**config.mk**
```make
export PLATFORM = sky130hd
export DESIGN_NAME = ov7670_pixel_tx
export DESIGN_NICKNAME = d
export VERILOG_FILES = /design/src/rtl/ov7670_pixel_tx.sv
export SDC_FILE = /design/constraint.sdc
export NUM_CORES = 1
export LEC_CHECK = 0
export ABC_AREA = 0
export CAP_MARGIN = 5
export CORE_MARGIN = 3
export CORE_UTILIZATION = 59
export DETAILED_ROUTE_END_ITERATION = 8
export PLACE_DENSITY = 0.85
export SLEW_MARGIN = 20
export SYNTH_ARGS = -nofsm -noshare
export SYNTH_HDL_FRONTEND = slang
export SYNTH_SLANG_ARGS = --single-unit
```
**constraint.sdc**
```tcl
create_clock -name clk -period 4.65 [get_ports clk]
set_input_delay 1.1625 -clock clk [delete_from_list [all_inputs] [get_ports clk]]
set_output_delay 1.1625 -clock clk [all_outputs]
set_load 0.01 [all_outputs]
```
**src/rtl/ov7670_pixel_tx.sv**
```systemverilog
// ov7670_pixel_tx: OV7670-style RGB565 parallel bus transmitter driven by a built-in pattern generator.
module ov7670_pixel_tx #(
  parameter int c_img_cols     = 80,
  parameter int c_img_rows     = 60,
  parameter int c_nb_line_pxls = 7,
  parameter int c_pclk_div     = 2,
  parameter int c_hblank       = 16,
  parameter int c_vsync_lines  = 3,
  parameter int c_vbp_lines    = 2,
  parameter int c_vfp_lines    = 2
) (
  input  logic        clk,
  input  logic        rst,
  input  logic        en,
  input  logic [1:0]  pattern,
  input  logic [15:0] solid_color,
  output logic        pclk,
  output logic        vsync,
  output logic        href,
  output logic [7:0]  data,
  output logic        frame_done,
  output logic        busy
);
  localparam int LINE = 2 * c_img_cols + c_hblank;
  localparam int HW = $clog2(LINE);
  localparam int DW = c_pclk_div > 1 ? $clog2(c_pclk_div) : 1;
  localparam int RW = $clog2(c_img_rows + 1);
  localparam int CW = c_nb_line_pxls;
  localparam logic [2:0] IDLE = 3'd0, VSYNC = 3'd1, VBACK = 3'd2, ACT_LINE = 3'd3, HBLANK = 3'd4, VFRONT = 3'd5;
  localparam logic [DW-1:0] D_LAST = DW'(c_pclk_div - 1);
  localparam logic [HW-1:0] H_LAST = HW'(LINE - 1);
  localparam logic [HW-1:0] HB_LAST = HW'(c_hblank - 1);
  localparam logic [CW-1:0] C_LAST = CW'(c_img_cols - 1);
  localparam logic [RW-1:0] R_LAST = RW'(c_img_rows - 1);
  localparam logic [7:0] VS_LAST = 8'(c_vsync_lines - 1);
  localparam logic [7:0] VB_LAST = 8'(c_vbp_lines - 1);
  localparam logic [7:0] VF_LAST = 8'(c_vfp_lines - 1);
  localparam logic [15:0] BARS [8] = '{16'hFFFF, 16'hFFE0, 16'h07FF, 16'h07E0,
                                       16'hF81F, 16'hF800, 16'h001F, 16'h0000};
  logic [2:0]    state;
  logic [DW-1:0] div;
  logic [HW-1:0] hcnt;
  logic [7:0]    lcnt;
  logic [CW-1:0] col, px_col;
  logic [RW-1:0] row, px_row;
  logic          ph;
  logic [1:0]    pat;
  logic [15:0]   solid, ce, px;
  logic [5:0]    re;
  logic [2:0]    bar;
  logic          tick, fall, line_end;
  assign busy = state != IDLE;
  // px is the pixel whose byte goes out at the next pclk fall
  always_comb begin
    tick = div == D_LAST;
    fall = tick && (pclk || state == IDLE);
    line_end = hcnt == H_LAST;
    px_col = state == ACT_LINE ? (ph ? col + 1'b1 : col) : '0;
    px_row = state == HBLANK ? row + 1'b1 : (state == ACT_LINE ? row : '0);
    ce = 16'(px_col);
    re = 6'(px_row);
    bar = 3'(ce / 16'(c_img_cols / 8));
    px = pat == 2'd0 ? BARS[bar] :
         pat == 2'd1 ? {ce[4:0], re, ce[4:0] ^ re[4:0]} : solid;
  end
  always_ff @(posedge clk) begin
    if (rst) begin
      state <= IDLE;
      div <= '0;
      pclk <= 1'b0;
      hcnt <= '0;
      lcnt <= '0;
      col <= '0;
      row <= '0;
      ph <= 1'b0;
      pat <= '0;
      solid <= '0;
      vsync <= 1'b0;
      href <= 1'b0;
      data <= '0;
      frame_done <= 1'b0;
    end else begin
      div <= tick ? '0 : div + 1'b1;
      frame_done <= 1'b0;
      if (tick) pclk <= state != IDLE && !pclk;
      if (fall) begin
        case (state)
          IDLE: if (en) begin
            state <= VSYNC;
            vsync <= 1'b1;
            pat <= pattern;
            solid <= solid_color;
            hcnt <= '0;
            lcnt <= '0;
          end
          VSYNC: begin
            hcnt <= line_end ? '0 : hcnt + 1'b1;
            if (line_end) lcnt <= lcnt == VS_LAST ? '0 : lcnt + 1'b1;
            if (line_end && lcnt == VS_LAST) begin
              state <= VBACK;
              vsync <= 1'b0;
            end
          end
          VBACK: begin
            hcnt <= line_end ? '0 : hcnt + 1'b1;
            if (line_end) lcnt <= lcnt == VB_LAST ? '0 : lcnt + 1'b1;
            if (line_end && lcnt == VB_LAST) begin
              state <= ACT_LINE;
              href <= 1'b1;
              data <= px[15:8];
              col <= '0;
              row <= '0;
              ph <= 1'b0;
            end
          end
          ACT_LINE: begin
            ph <= !ph;
            if (!ph) data <= px[7:0];
            else if (col == C_LAST) begin
              state <= HBLANK;
              href <= 1'b0;
              data <= '0;
              col <= '0;
              hcnt <= '0;
            end else begin
              col <= col + 1'b1;
              data <= px[15:8];
            end
          end
          HBLANK: begin
            hcnt <= hcnt == HB_LAST ? '0 : hcnt + 1'b1;
            if (hcnt == HB_LAST && row == R_LAST) begin
              state <= VFRONT;
              row <= '0;
              lcnt <= '0;
            end else if (hcnt == HB_LAST) begin
              state <= ACT_LINE;
              row <= row + 1'b1;
              href <= 1'b1;
              data <= px[15:8];
            end
          end
          VFRONT: begin
            hcnt <= line_end ? '0 : hcnt + 1'b1;
            if (line_end) lcnt <= lcnt == VF_LAST ? '0 : lcnt + 1'b1;
            if (line_end && lcnt == VF_LAST) begin
              frame_done <= 1'b1;
              state <= en ? VSYNC : IDLE;
              vsync <= en;
              pat <= en ? pattern : pat;
              solid <= en ? solid_color : solid;
            end
          end
          default: state <= IDLE;
        endcase
      end
    end
  end
endmodule

```
==> results by group <==
Global routing
  – GR Overflow Total: 0
  – Largest net degree at the start of global routing: 58
  – Initial antenna violation count: 0
  – First-pass GRT wire length: 18100 µm
  – Vias in the first global route: 3865
  – Global-route usage over all layers: 0.264

CTS
  – Hold buffers post-CTS: 0
  – Post-CTS setup buffer count: 0
  – TritonCTS clock tree: yes
  – Post-cts resize count: 0
  – Clock-pin slew on the worst setup and hold paths: 0.07 ns
  – H-Tree Depth: 3
  – Clock Path Buffers: 2
  – Worst-Skew Late Latency: 0.34 ns
  – CTS sink count: 64
  – CTS Buf Count: 9
  – CTS Root Cell: clkbuf_8

Final layout
  – Fraction of layout cells with a size suffix above 1: 0.0743
  – Fin nets: 602
  – Layout overhead on the synthesized area: 11.7%
  – Most frequent cells in the layout: nor2_1, dfxtp_1, nand2_1, a21oi_1, o21ai_0
  – Number of diodes: 0
  – Fillers: 554
  – Most common cell after layout, fill and taps aside: nor2_1

Logic synthesis
  – Synth top area cells: dfxtp_1, nor2_1, mux2i_1, a21oi_1, o21ai_0
  – Number of synthesized register bits: 64
  – Synth Area per Inst: 7.60 µm²
  – Area leader, netlist: dfxtp_1
  – Syn nets: 585
  – Seq/Total Area, Yosys: 0.303
  – Mapped Area: 4230 µm²
  – EDFF count, synth: 0
  – Cell count after synthesis: 557
  – Top cell type's share of synthesized area: 0.303
  – Ys flop type: dfxtp_1
  – Post-synthesis async set-or-reset flop share: 0
  – Warnings, synthesis: 0
  – Post-synthesis cell type count: 76

STA
  – Worst-Margin Slew: 1.04 ns
  – Number of setup violations in the final report: 0
  – Peak Freq: 229 MHz
  – Sum Neg Setup Slack: 0 ns
  – Final period utilization: 0.940
  – Worst Hold Slack: 0.474 ns
  – Final Hold Viols: 0
  – Max-slew violation count: 0
  – Slew HR: 0.303
  – Unrepaired setup endpoints after global routing: false
  – Clk_skew: 0.00780 ns
  – Final Critical Period: 4.37 ns

Critical path
  – Worst r2r src: col[0]
  – Worst Setup End Kind: flip-flop
  – CP Data Arrival Time: 4.64 ns
  – CP Max Fanout: 7
  – Critical path type: flip-flop to flip-flop
  – Worst Path Required: 4.92 ns
  – Register-to-Register Path Depth: 13
  – Startpoint Class: flip-flop
  – Flop-to-flop setup slack: 0.28 ns
  – Reg2reg end: data[1]

Flow run
  – Max capacitance violation total: 0

Min path
  – Hold Path Stages: 1
  – Hold EP: div
  – Hold wc startpoint: div
  – Hold Path Class: flip-flop to flip-flop

Detailed routing
  – DR vias/cell: 6.28
  – Iteration count of the initial detailed-routing pass: 5
  – Residual DRC count: 0
  – Routed WL: 10700 µm
  – DRT iter0 DRCs: 390
  – Vias: 4239
  – Routed len/inst: 15.9 µm
  – Routed Antenna Nets: 0

Floorplanning
  – Die H: 90.7 µm
  – Die area: 8230 µm²
  – Initial Util: 0.616
  – # rows: 30
  – Die Wd: 90.7 µm
  – Io pins: 34
  – Core area: 6870 µm²

Pwr
  – Worst vdd ir: 0.213 mV
  – Pwr Density: 261 nW/µm²
  – Leakage: 1.71 nW

Placed design
  – Post-DP HPWL: 7590 µm
  – GP Congestion: 0.961
  – Port bufs: 33

Run status
  – Result of the run: completed
==> worst max-delay path by stage <==
stage	from	end	slack, ns	depth (start not counted)
finish	col[0]	data[1]	0.28	13
global route	col[0]	data[3]	0.09	13
CTS	col[0]	data[1]	0.41	13
detailed placement	col[0]	data[4]	0.44	13
global placement	col[0]	data[1]	0.61	13
floorplan	col[0]	data[1]	0.97	13
==> report_power, final <==
part / internal (mW) / leakage (nW) / switching (mW) / total, mW
Clock: 0.207 / 0.0834 / 0.208 / 0.415
Combinational: 0.0979 / 1.11 / 0.131 / 0.229
Sequential: 0.569 / 0.517 / 0.0236 / 0.592
==> sequential cells by signal (all words and copies together), names as in the netlist, 2 cells and up <==
name   flops
col        7
data       8
hcnt       8
lcnt       8
pat        2
row        6
solid     16
state      3
==> cells by family after synthesis <==
logic type / count (synthesis) / synth area share
XOR/XNOR: 18 / 0.0372
buffers and inverters: 47 / 0.0508
AO/OA/AOI/OAI: 144 / 0.218
AND/OR/NAND/NOR: 247 / 0.295
adder cells (fa/ha/maj): 7 / 0.0207
flip-flops: 64 / 0.303
multiplexers: 30 / 0.0760
==> per-layer routing <==
metal | up-vias | share of wire | global-route usage
met2 | 173 | 0.46 | 0.414
met4 | 0 | 0.015 | 0.0867
li1 | 2047 | - | -
met5 | - | 0 | 0
met3 | 22 | 0.067 | 0.0558
met1 | 1997 | 0.45 | 0.360
==> stage by stage <==
stage | area, µm² | total power [mW] | setup WS, ns | cells | util
floorplan | 4230 | 0.762 | 0.966 | 557 | -
global placement | 4560 | 0.821 | 0.612 | 659 | 0.664
detailed placement | 4560 | 0.829 | 0.444 | 659 | 0.664
CTS | 4730 | 1.24 | 0.406 | 675 | 0.689
global route | 4730 | 1.30 | 0.0896 | 675 | 0.689
finish | 4730 | 1.24 | 0.280 | 675 | 0.689
==> Yosys cell counts, drive strengths merged, types with 5 or more instances <==
master,number
a21oi,44
a22oi,6
and2,7
and3,10
buf,11
clkbuf,21
dfxtp,64
ha,7
inv,14
mux2i,26
nand2,47
nand3,18
nand4,11
nor2,94
nor2b,5
nor3,15
o21a,5
o21ai,40
o21bai,5
o31ai,5
or3,11
xor2,16
==> cell type report <==
type / count / area (µm²) / area share
Sequential cell: 64 / 1280 / 0.271
Multi-Input combinational cell: 446 / 2740 / 0.580
Tap cell: 96 / 120 / 0.0254
Inverter: 15 / 56.3 / 0.0119
Clock buffer: 13 / 149 / 0.0315
Clock inverter: 3 / 17.5 / 0.00370
Timing Repair Buffer: 38 / 363 / 0.0767
==> worst max-delay path, cell delays in order, from the launching register on <==
cell and delay [ns]:
dfxtp_1 0.47, ha_1 0.29, and4_1 0.26, mux2i_1 0.57, nand3_1 0.29, ha_1 0.37
nor2b_1 0.42, nor2_1 0.13, a21oi_1 0.14, nor2_1 0.06, or3_1 0.41, a311o_1 0.30
or3b_4 0.44, a22oi_1 0.16
Note: power is estimated with default switching activity, not from simulation.
